## config.mk

```make
export PLATFORM = sky130hd
export DESIGN_NAME = s_cska_acc_stage
export DESIGN_NICKNAME = d
export VERILOG_FILES = /design/src/rtl/s_cska_pkg.sv /design/src/rtl/s_cska_acc_add.sv /design/src/rtl/s_cska_acc_stage.sv
export SDC_FILE = /design/constraint.sdc
export NUM_CORES = 1
export LEC_CHECK = 0
export CAP_MARGIN = 20
export CELL_PAD_IN_SITES_DETAIL_PLACEMENT = 0
export CELL_PAD_IN_SITES_GLOBAL_PLACEMENT = 1
export CORE_UTILIZATION = 35
export CTS_CLUSTER_SIZE = 40
export DETAILED_ROUTE_END_ITERATION = 10
export GPL_ROUTABILITY_DRIVEN = 0
export PLACE_DENSITY_LB_ADDON = 0.1
export SETUP_SLACK_MARGIN = 0.15
export SYNTH_ARGS = -nofsm -noshare
export SYNTH_HDL_FRONTEND = slang
export SYNTH_SLANG_ARGS = --single-unit
```

## constraint.sdc

```tcl
create_clock -name clk -period 4.35 [get_ports clk]
set_input_delay 0.87 -clock clk [delete_from_list [all_inputs] [get_ports clk]]
set_output_delay 0.87 -clock clk [all_outputs]
set_load 0.05 [all_outputs]
```

## src/rtl/s_cska_pkg.sv

```systemverilog
// Shared types for the s_cska accumulator stage: FSM state encoding and the
// width helper used to size the sample counter.
package s_cska_pkg;

   typedef enum logic {
      ACCUM = 1'b0,
      HOLD  = 1'b1
   } state_e;

   // Ceiling log2; callers apply their own minimum width.
   function automatic int clog2(input int v);
      int r;
      r = 0;
      while ((1 << r) < v) r++;
      return r;
   endfunction

endpackage

```

## src/rtl/s_cska_acc_add.sv

```systemverilog
// Combinational signed accumulate step with overflow detect.
// Build option S_CSKA_ACC_SAT_EN: clamp on overflow instead of wrapping.
module s_cska_acc_add #(
   parameter int ACC_W = 12
) (
   input  logic signed [ACC_W-1:0] acc_i,
   input  logic signed [ACC_W-1:0] add_i,
   output logic signed [ACC_W-1:0] sum_o,
   output logic                    ovf_o
);

   logic signed [ACC_W-1:0] raw;

   assign raw   = acc_i + add_i;
   assign ovf_o = (acc_i[ACC_W-1] == add_i[ACC_W-1]) &&
                  (raw[ACC_W-1]   != acc_i[ACC_W-1]);

`ifdef S_CSKA_ACC_SAT_EN
   localparam logic signed [ACC_W-1:0] MAXV = {1'b0, {(ACC_W-1){1'b1}}};
   localparam logic signed [ACC_W-1:0] MINV = {1'b1, {(ACC_W-1){1'b0}}};

   // Both addends share a sign on overflow, so acc's sign picks the rail.
   assign sum_o = ovf_o ? (acc_i[ACC_W-1] ? MINV : MAXV) : raw;
`else
   assign sum_o = raw;
`endif

endmodule

```

## src/rtl/s_cska_acc_stage.sv

```systemverilog
// Registered burst accumulator behind the signed carry-skip adder.
// Build option S_CSKA_ACC_SAT_EN selects saturating accumulation (see s_cska_acc_add).
module s_cska_acc_stage
   import s_cska_pkg::*;
#(
   parameter int N     = 4,
   parameter int ACC_W = 12,
   parameter int BURST = 8
) (
   input  logic                    clk,
   input  logic                    rst,
   input  logic                    clear,
   input  logic                    in_valid,
   output logic                    in_ready,
   input  logic signed [N:0]       in_sum,
   output logic                    out_valid,
   input  logic                    out_ready,
   output logic signed [ACC_W-1:0] out_acc,
   output logic                    out_ovf
);

   localparam int CNT_W = (clog2(BURST) < 1) ? 1 : clog2(BURST);
   localparam logic [CNT_W-1:0] LAST = CNT_W'(BURST - 1);

   state_e                  state_q, state_d;
   logic signed [ACC_W-1:0] acc_q, acc_d;
   logic [CNT_W-1:0]        cnt_q, cnt_d;
   logic                    ovf_q, ovf_d;

   logic signed [ACC_W-1:0] ext, add_sum;
   logic                    add_ovf;

   assign ext = ACC_W'(in_sum);

   s_cska_acc_add #(.ACC_W(ACC_W)) u_add (
      .acc_i (acc_q),
      .add_i (ext),
      .sum_o (add_sum),
      .ovf_o (add_ovf)
   );

   always_ff @(posedge clk or posedge rst) begin
      if (rst) begin
         state_q <= ACCUM;
         acc_q   <= '0;
         cnt_q   <= '0;
         ovf_q   <= 1'b0;
      end else begin
         state_q <= state_d;
         acc_q   <= acc_d;
         cnt_q   <= cnt_d;
         ovf_q   <= ovf_d;
      end
   end

   always_comb begin
      state_d = state_q;
      acc_d   = acc_q;
      cnt_d   = cnt_q;
      ovf_d   = ovf_q;
      // clear wins over any same-cycle accept or handoff.
      if (clear) begin
         state_d = ACCUM;
         acc_d   = '0;
         cnt_d   = '0;
         ovf_d   = 1'b0;
      end else begin
         unique case (state_q)
            ACCUM: begin
               if (in_valid) begin
                  acc_d = add_sum;
                  ovf_d = ovf_q | add_ovf;
                  if (cnt_q == LAST) begin
                     cnt_d   = '0;
                     state_d = HOLD;
                  end else begin
                     cnt_d = cnt_q + 1'b1;
                  end
               end
            end
            HOLD: begin
               if (out_ready) begin
                  state_d = ACCUM;
                  acc_d   = '0;
                  cnt_d   = '0;
                  ovf_d   = 1'b0;
               end
            end
            default: state_d = ACCUM;
         endcase
      end
   end

   assign in_ready  = (state_q == ACCUM);
   assign out_valid = (state_q == HOLD);
   assign out_acc   = acc_q;
   assign out_ovf   = ovf_q;

endmodule

```

# Yosys cells after proc, flatten, opt, wreduce, memory -nomap -nowiden
# Cells that the tools add are included.
totals:
  output_inout_bits: 15
  input_bits: 10
  wordCells: 33
  reg_bits: 17
op_classes:
  eq_ne: 5
  n_reduce_logical: 2
  muxes: 18
  bitwise: 2
  n_addsub: 2
ops:
  columns: ["cell", "count"]
  rows:
  - ["$mux 12", 3]
  - ["$pmux 12 s2", 1]
  - ["$add 12x5->12", 1]
  - ["$mux 3", 4]
  - ["$mux 1", 7]
  - ["$ne 3x3->1 const B", 2]
  - ["$pmux 3 s2", 1]
  - ["$pmux 1 s2", 2]
  - ["$add 3x1->3 const B", 1]
  - ["$eq 3x3->1 const B", 1]
  - ["$reduce_and 2->1", 1]
  - ["$eq 1x1->1", 1]
  - ["$logic_and 1x1->1", 1]
  - ["$ne 1x1->1", 1]
  - ["$not 1->1", 1]
  - ["$or 1x1->1", 1]

# Logic depth before layout (Yosys ltp)
# Gate-level depths: netlist (run 1).
logic_depth:
  word_depth: 7
  mapped_depth: 8
  mapped_depth_nobuf: 8

# Modules after synthesis
# A second synthesis (run 1) with hierarchy kept.
unflattened:
  cells_unflattened: 138
  area_unflattened_um2: 1278.7
by_module_without_submodules:
  columns: ["module", "cells_per_inst", "n_inst", "area_each_um2", "seq_area_each_um2"]
  rows:
  - ["s_cska_acc_stage", 68, 1, 748.2, 425.4]
  - ["s_cska_acc_add", 70, 1, 530.5, 0.0]

# Worst setup path before layout (run 1)
# OpenSTA, ideal clock, no wires.
synth_path:
  path_kind: "input port to flip-flop"
  startpoint: "in in_sum[0]"
  endpoint: "reg acc_q[10] (netlist: out_acc[10])"
  setup_slack_ps: 1842
  n_path_buf: 0
  required_ps: 4220
  setup_ps: 130
  cell_stages: 8
  arrival_time_ps: 2378
  path_cell_list: "ha_1 > fa_1 > a21o_1 > a21boi_2 > o21ai_2 > a221oi_2 > xor2_1 > o21ai_1"
synth_via:
  elab_chain_len: 4
synth_lines:
  columns: ["item", "line_no", "source"]
  rows:
  - ["from (decl)", "s_cska_acc_stage.sv:15", "input logic signed [N:0] in_sum,"]
  - ["$add 12x5->12", "s_cska_acc_add.sv:14", "assign raw = acc_i + add_i;"]
  - ["$mux 12", "s_cska_acc_stage.sv:70", "if (in_valid) begin"]
  - ["$pmux 12 s2", "s_cska_acc_stage.sv:68", "unique case (state_q)"]
  - ["$mux 12", "s_cska_acc_stage.sv:62", "if (clear) begin"]
  - ["to (signal assigned)", "s_cska_acc_stage.sv:45", "acc_q <= '0;"]
  - ["to (signal assigned)", "s_cska_acc_stage.sv:50", "acc_q <= acc_d;"]
  - ["to (decl)", "s_cska_acc_stage.sv:26", "logic signed [ACC_W-1:0] acc_q, acc_d;"]
# Every way passes these cells. The select of a mux whose other input is x is not followed.
# A chain may end at the register's enable or synchronous reset.

# Final worst setup path (run 1)
layout_path:
  startpoint: "in in_sum[4]"
  endpoint: "reg acc_q[10] (netlist: out_acc[10])"
# Same word-level chain as after synthesis.

==> results of run 1 <==
## registers in the layout, summed over array words and instances, names as in the netlist
signal	cells
out_valid	1
cnt_q	3
out_acc	12
out_ovf	1
## synth_stat cells, drive strengths merged
cell type / number
a211oi: 2
a21boi: 1
a21o: 5
a21oi: 8
a221oi: 1
a22o: 1
a31oi: 1
and2: 3
and3: 1
buf: 2
clkbuf: 1
dfrtp: 17
fa: 1
ha: 13
inv: 4
nand2: 27
nand2b: 1
nand3: 4
nand4: 1
nor2: 4
nor2b: 1
nor3: 2
o211ai: 4
o21ai: 16
o31ai: 1
or2: 1
xnor2: 3
xor2: 5
## worst max-delay path, stage by stage
cell	delay (ns)
clkdlybuf4s50_1	0.71
ha_1	0.35
a21oi_2	0.19
a21boi_2	0.21
o21ai_2	0.10
a221oi_2	0.27
xor2_1	0.18
o21ai_1	0.07
## report_power, final
| group | total (mW) | leakage (nW) | internal [mW] | switching (mW) |
|---|---|---|---|---|
| Sequential | 0.197 | 0.226 | 0.179 | 0.0180 |
| Clock | 0.0872 | 0.0150 | 0.0357 | 0.0516 |
| Combinational | 0.259 | 0.446 | 0.102 | 0.157 |
| Total | 0.543 | 0.687 | 0.317 | 0.226 |
## stage by stage
stage | cells | area, sq um
3_3_place_gp | 197 | 1470
5_1_grt | 201 | 1500
6_report | 201 | 1500
4_1_cts | 201 | 1500
2_1_floorplan | 131 | 1180
3_5_place_dp | 197 | 1470
## worst paths after layout
path,to
worst max-delay path,out_acc[10]
worst min-delay path,cnt_q[1]
worst max register to register,out_acc[10]
worst min register to register,cnt_q[1]
max in group asynchronous,out_acc[3]
min in group asynchronous,out_valid
## cell families after synthesis
logic type               after synthesis  share of synthesized area, %
XOR/XNOR                               8                          5.94
adder cells (fa/ha/maj)               14                          15.5
AO/OA/AOI/OAI                         40                          23.1
buffers and inverters                  7                          2.44
flip-flops                            17                          36.1
AND/OR/NAND/NOR                       45                          17.0
## per-layer routing
metal  track usage (%)  wire [um]  up-vias
met5                 0          0        -
met4              2.99         17        0
met3              4.55         71        2
met2              26.0       1200       18
met1              21.9       1280      468
li1                  -          -      517
## cell type report
class	count	area [sq um]
flip-flops and latches	17	425
clock buffers	4	26.3
multi-input cells	107	726
inverters	4	15.0
repair buffers	25	248
well taps	44	55.1
fillers	299	1630
==> impl_metrics.tcl, run 1 <==
set metrics [dict create \
    status "finished, final reports clean" \
    drive_gt1_share_pct 8.92 \
    ys_top_cells_by_area "dfrtp_1, ha_1, nand2_1" \
    rows 20 \
    slew_viol_final 0 \
    critical_path.startpoint "in_sum[4]" \
    ys_warn_count 0 \
    num_antenna_cells 0 \
    setup_ws_ns 1.56 \
    ir_drop_v 0.000221 \
    cts_resized 0 \
    cts.htree.levels 1 \
    powerDensity_mw_per_mm2 363 \
    r2r-start "out_acc[0]" \
    viasPerCell 5.00 \
    portBuffers 24 \
    wl_per_cell_um 12.8 \
    synth_cells 131 \
    boundaryPins 25 \
    grt_pass1_vias 944 \
    areaGrowthSynthToFinish_pct 26.7 \
    syn_nets 155 \
    synth.avg_cell_area_sq_um 9.01 \
    die_area_sq_mm 0.00361 \
    wl_mm 2.57 \
    cp-end-kind "flip-flop" \
    period_needed_ns 2.79 \
    die_h_um 60.1 \
    hold_ws_ns 0.503 \
    regToRegSetupSlack_ns 2.19 \
    synth_top_area_cell "dfrtp_1" \
    grt-ovfl-total 0 \
    power.total_mw 0.543 \
    coreArea_sq_mm 0.00313 \
    nets 182 \
    rsz0062_at_grt "no" \
    drt_iter0_markers 28 \
    drcViolationCount 0 \
    mappedNetlistArea_sq_mm 0.00118 \
    crit_fanout 10 \
    antenna_found_initial 0 \
    cp_data_arrival_time_ns 2.97 \
    finish.utilization_pct 47.8 \
    worstRegToRegCells 8 \
    slew-limit-headroom_pct 54.3 \
    fin_worst_skew_ns 0.00790 \
    path_class "primary input to flip-flop" \
    die_x_um 60.1 \
    vias 1005 \
    ys_ff_latch 17 \
    grt_first_pass_wirelength_mm 4.29 \
    dp_hpwl_mm 1.94 \
    tightest_slew_ns 0.684 \
    drtAntennaViolNets 0 \
    yosys.area.top_type_share_pct 36.1 \
    final_common_cell "nand2_1" \
    clkTransAtPathRegs_ns 0.11 \
    hp-class "flip-flop to flip-flop" \
    clock_sinks 17 \
    drv.max_cap_violation_count 0 \
    cts_setup_buffers 0 \
    yosysSeqAreaShare_pct 36.1 \
    ctsHoldBuffers 0 \
    hp-start "cnt_q[1]" \
    grt.total_usage_pct 16.2 \
    tns_ns 0 \
    fmax_mhz 359 \
    drtPass1Iterations 6 \
    leakage_nw 0.687 \
    hold_viol 0 \
    period_share_pct 64.1 \
    crit_required_ns 4.53 \
    clock_path_buffers 2 \
    grt_max_degree 21 \
    mostFrequentLayoutCells "nand2_1, clkdlybuf4s50_1, dfrtp_1, ha_1, o21ai_0" \
    synthDistinctLibCells 35 \
    setup_viol_count_final 0 \
    insertion_delay_ns 0.29 \
    tritoncts "yes" \
    startpoint_type "primary input" \
    clock-root-buffer "clkbuf_4" \
    dp_worst_setup_slack_ns 1.24 \
    cts_inserted_buffers 3 \
    start_util_pct 37.7 \
    holdPathStages 2 \
]
(Power assumes the default switching activity.)
==> run 2: changes to the inputs <==
- clock period: 4.35 -> 2.7 ns (I/O delays scaled with it)
==> run 2 against run 1 <==
  * Setup slack worse by 1.3 ns
  * Via count is 2.8% higher
  * Clock skew is 0.0054 ns lower
  * Final cell count is 3.5% higher
  * Combinational power is 71% higher
  * Non-clock buffer count is 7 higher
  * Utilization is 1.9 points higher
  * Critical path depth is 1 higher
  * Power is 66% higher
  * Register-to-register slack worse by 1.6 ns
  * Clock-buffer cell count stayed put
  * Wire length is 0.62% higher
  * Largest cell class unchanged
  * Largest power group unchanged
==> impl_metrics.tcl, run 2 (synthesis gave the netlist of run 1 again) <==
set metrics [dict create \
    status "finished, final reports clean" \
    viasPerCell 4.97 \
    cts_inserted_buffers 3 \
    worstRegToRegCells 8 \
    hp-start "cnt_q[2]" \
    clock_sinks 17 \
    drt_iter0_markers 31 \
    powerDensity_mw_per_mm2 580 \
    cts.htree.levels 1 \
    num_antenna_cells 0 \
    grt_pass1_vias 966 \
    final_common_cell "nand2_1" \
    ctsHoldBuffers 0 \
    hold_ws_ns 0.501 \
    drtAntennaViolNets 0 \
    dpl_cell_area_sq_mm 0.00152 \
    drive_gt1_share_pct 13.4 \
    crit_slowest_cell "clkdlybuf4s50_1" \
    hp-class "flip-flop to flip-flop" \
    drtPass1Iterations 4 \
    grt-ovfl-total 0 \
    holdPathStages 2 \
    cp-end-kind "flip-flop" \
    boundaryPins 25 \
    clkTransAtPathRegs_ns 0.10 \
    nets 189 \
    reg2reg_to "out_acc[10]" \
    tightest_slew_ns 0.681 \
    power.total_mw 0.901 \
    drcViolationCount 0 \
    fmax_mhz 412 \
    period_needed_ns 2.43 \
    largest_reg_flops 12 \
    crit_chain "clkdlybuf4s50_1 -> buf_4 -> ha_1 -> a21oi_2 -> nor2_1 -> a211oi_1 -> nand3_1 -> and2_4 -> o211ai_2" \
    tritoncts "yes" \
    wl_mm 2.59 \
    leakage_nw 0.722 \
    insertion_delay_ns 0.29 \
    period_share_pct 89.9 \
    final_area_sq_mm 0.00155 \
    wl_per_cell_um 12.4 \
    slowest_delay_ns 0.56 \
    clock_path_buffers 2 \
    startpoint_type "primary input" \
    r2r-start "out_acc[0]" \
    coreArea_sq_mm 0.00313 \
    setup_viol_count_final 0 \
    dpl.cell_count 204 \
    path_class "primary input to flip-flop" \
    holdPathEnd "cnt_q[2]" \
    drv.max_cap_violation_count 0 \
    grt_first_pass_wirelength_mm 4.33 \
    rows 20 \
    grt.total_usage_pct 16.5 \
    ir_drop_v 0.000248 \
    die_x_um 60.1 \
    cts_setup_buffers 0 \
    grt_max_degree 21 \
    clock-root-buffer "clkbuf_4" \
    num-fill-cells 321 \
    mostFrequentLayoutCells "nand2_1, clkdlybuf4s50_1, dfrtp_1, ha_1, o21ai_0" \
    slew-limit-headroom_pct 54.6 \
    rsz0062_at_grt "no" \
    antenna_found_initial 0 \
    regToRegSetupSlack_ns 0.57 \
    cp_data_arrival_time_ns 2.65 \
    final_cells 208 \
    vias 1033 \
    portBuffers 24 \
    hold_viol 0 \
    dp_hpwl_mm 1.96 \
    start_util_pct 37.7 \
    crit_fanout 7 \
    slew_viol_final 0 \
    crit_required_ns 2.92 \
    fin_worst_skew_ns 0.00245 \
    die_area_sq_mm 0.00361 \
    die_h_um 60.1 \
    areaGrowthSynthToFinish_pct 31.7 \
]
-- run 2: cell count changes in the layout (fill, tap and decap cells not counted), sizes merged --
cell  delta
buf      +7
-- run 2: stage by stage --
step | TNS, ns | utilization, % | worst slack (ns)
6_report | 0 | 49.7 | 0.274
5_1_grt | 0 | 49.7 | 0.174
4_1_cts | 0 | 49.5 | 0.294
3_5_place_dp | -0.0175 | 48.6 | -0.0171
3_3_place_gp | 0 | 48.6 | 0.0350
2_1_floorplan | 0 | - | 0.415
-- run 2: critical path, delay by kind of cell --
family	cells	cell delay, ns
AND/OR/NAND/NOR	3	0.43
adder cells (fa/ha/maj)	1	0.21
AO/OA/AOI/OAI	3	0.68
buffers and inverters	2	0.78
-- run 2: power breakdown --
part	switching (mW)	internal, mW	leakage [nW]
combinational	0.261	0.181	0.481
sequential	0.0289	0.288	0.226
clock	0.0849	0.0574	0.0150
-- run 2: cell type report --
class / instances / area [sq um] / area share (%)
Multi-Input combinational cell: 107 / 732 / 47.1
Inverter: 4 / 15.0 / 0.966
Clock buffer: 4 / 26.3 / 1.69
Timing Repair Buffer: 32 / 300 / 19.3
Tap cell: 44 / 55.1 / 3.54
Sequential cell: 17 / 425 / 27.4
-- run 2: routing by layer --
metal  part of all wire (%)  GRT usage, %  vias to the layer above
met5                      0             0                        -
met4                   0.81          6.98                        0
met3                    2.5          2.16                        2
met2                     45          26.2                       14
met1                     51          22.4                      488
li1                       -             -                      529
-- run 2: worst max path at each step --
stage / start / end / slack, ns / depth (start not counted)
2_1_floorplan: out_acc[0] / out_acc[10] / 0.41 / 8
3_3_place_gp: in_sum[4] / out_acc[9] / 0.04 / 9
3_5_place_dp: in_sum[4] / out_acc[11] / -0.02 / 9
4_1_cts: in_sum[4] / out_acc[11] / 0.29 / 9
5_1_grt: in_sum[4] / out_acc[11] / 0.17 / 9
6_report: in_sum[4] / out_acc[11] / 0.27 / 9
-- run 2: timing repair --
action	4_1_cts	5_1_grt
resized for setup	0	1
endpoints found under the hold margin	0	0
setup endpoints to repair	0	1
==> run 3: changes to the inputs <==
--- a/config.mk
+++ b/config.mk
@@ -13,4 +13,5 @@
 export DETAILED_ROUTE_END_ITERATION = 10
 export GPL_ROUTABILITY_DRIVEN = 0
+export MAX_ROUTING_LAYER = met4
 export PLACE_DENSITY_LB_ADDON = 0.1
 export SETUP_SLACK_MARGIN = 0.15
==> constraint.sdc (replaced) <==
create_clock -name clk -period 2.7 [get_ports clk]
set_input_delay 0.54 -clock clk [delete_from_list [all_inputs] [get_ports clk]]
set_output_delay 0.54 -clock clk [all_outputs]
set_load 0.01 [all_outputs]
==> run 3 against run 2 <==
  * Die area did not move
  * Register-to-register slack hardly changed
  * Clock skew barely moved
  * Clock-buffer cell count stayed put
  * Utilization stayed put
  * Setup slack hardly changed
  * Clock power about the same
  * Flip-flop and latch count unchanged
  * Sequential share of layout area stayed put
  * Hold slack barely moved
  * Critical endpoint unchanged
  * First-iteration DRC count shrank 9.7%
  * Global-route usage up 0.49 points
==> impl_metrics.tcl, run 3 (synthesis gave the netlist of run 1 again) <==
set metrics [dict create \
    portBuffers 24 \
    drtPass1Iterations 4 \
    start_util_pct 37.7 \
    antenna_found_initial 0 \
    tightest_slew_ns 0.681 \
    wl_mm 2.58 \
    holdPathStages 2 \
    powerDensity_mw_per_mm2 524 \
    vias 1033 \
    drcViolationCount 0 \
    slew_viol_final 0 \
    ir_drop_v 0.000241 \
    dp_hpwl_mm 1.96 \
    drt_iter0_markers 28 \
    drv.max_cap_violation_count 0 \
    wl_per_cell_um 12.4 \
    grt-ovfl-total 0 \
    rsz0062_at_grt "no" \
    dp_worst_setup_slack_ns -0.0171 \
    power.total_mw 0.814 \
    hold_ws_ns 0.501 \
    startpoint_type "primary input" \
    fmax_mhz 412 \
    status "finished, final reports clean" \
    clock-root-buffer "clkbuf_4" \
    crit_required_ns 2.92 \
    die_x_um 60.1 \
    worstRegToRegCells 8 \
    path_class "primary input to flip-flop" \
    setup_viol_count_final 0 \
    fin_worst_skew_ns 0.00241 \
    dpl_cell_area_sq_mm 0.00152 \
    viasPerCell 4.97 \
    tritoncts "yes" \
    clock_path_buffers 2 \
    drtAntennaViolNets 0 \
    drive_gt1_share_pct 13.4 \
    crit_fanout 7 \
    grt_pass1_vias 967 \
    die_h_um 60.1 \
    rows 20 \
    largest_reg_flops 12 \
    cts_inserted_buffers 3 \
    nets 189 \
    ctsHoldBuffers 0 \
    period_share_pct 89.9 \
    cp-end-kind "flip-flop" \
    slew-limit-headroom_pct 54.6 \
    clock_sinks 17 \
    grt_first_pass_wirelength_mm 4.33 \
    hp-class "flip-flop to flip-flop" \
    cp_data_arrival_time_ns 2.65 \
    crit_chain "clkdlybuf4s50_1 -> buf_4 -> ha_1 -> a21oi_2 -> nor2_1 -> a211oi_1 -> nand3_1 -> and2_4 -> o211ai_2" \
    hold_viol 0 \
    cp_top_family "buffers and inverters" \
    die_area_sq_mm 0.00361 \
    boundaryPins 25 \
    mostFrequentLayoutCells "nand2_1, clkdlybuf4s50_1, dfrtp_1, ha_1, o21ai_0" \
    slowest_delay_ns 0.56 \
    grt_max_degree 21 \
    cts_setup_buffers 0 \
    num_antenna_cells 0 \
    setup_ws_ns 0.274 \
    cts_resized 0 \
    tns_ns 0 \
    num-fill-cells 321 \
    areaGrowthSynthToFinish_pct 31.7 \
    crit_slowest_cell "clkdlybuf4s50_1" \
    cts.htree.levels 1 \
    grt.total_usage_pct 17.0 \
    final_common_cell "nand2_1" \
    coreArea_sq_mm 0.00313 \
    critPathBufInv 2 \
    clkTransAtPathRegs_ns 0.10 \
    final_area_sq_mm 0.00155 \
    period_needed_ns 2.43 \
    leakage_nw 0.722 \
    insertion_delay_ns 0.29 \
    cp.depth 9 \
]
-- run 3: cell counts in the layout (fill, tap and decap cells not counted) --
No cell type changed its count.
-- run 3: final cells by class --
class | count | area (sq um) | area share (%)
clock buffer | 4 | 26.3 | 1.69
inverter | 4 | 15.0 | 0.966
multi-input combinational | 107 | 732 | 47.1
sequential | 17 | 425 | 27.4
tap | 44 | 55.1 | 3.54
timing repair buffer | 32 | 300 | 19.3
-- run 3: power by group --
group          total, mW  switching, mW  leakage (nW)  internal [mW]
clock              0.142         0.0849        0.0150         0.0574
sequential         0.317         0.0289         0.226          0.288
combinational      0.355          0.173         0.481          0.182
-- run 3: per-layer routing --
metal  track usage (%)  vias up  part of all wire, %
li1                  -      529                    -
met2              26.2       14                   45
met1              22.4      488                   52
met5                 -        -                    0
met3              2.16        2                  2.6
met4              6.98        0                 0.58
-- run 3: final timing paths --
kind,slack [ns],to,start
setup / recovery,0.27,out_acc[11],in_sum[4]
hold / removal,0.50,cnt_q[2],cnt_q[2]
setup reg to reg,0.57,out_acc[10],out_acc[0]
hold reg to reg,0.50,cnt_q[2],cnt_q[2]
max in group asynchronous,1.63,cnt_q[2],rst
min in group asynchronous,0.64,out_acc[9],rst
-- run 3: worst register-to-register path: stages, from the launching register on --
cell and delay [ns]:
dfrtp_1 0.41, ha_1 0.22, fa_1 0.40, a21o_1 0.19
a21boi_2 0.16, o21ai_2 0.11, a221oi_2 0.27, xor2_1 0.18
o21ai_1 0.07
-- run 3: metrics by stage --
step | std cells | util, %
global route | 208 | 49.7
finish | 208 | 49.7
floorplan | 131 | -
detailed placement | 204 | 48.6
global placement | 204 | 48.6
CTS | 208 | 49.5
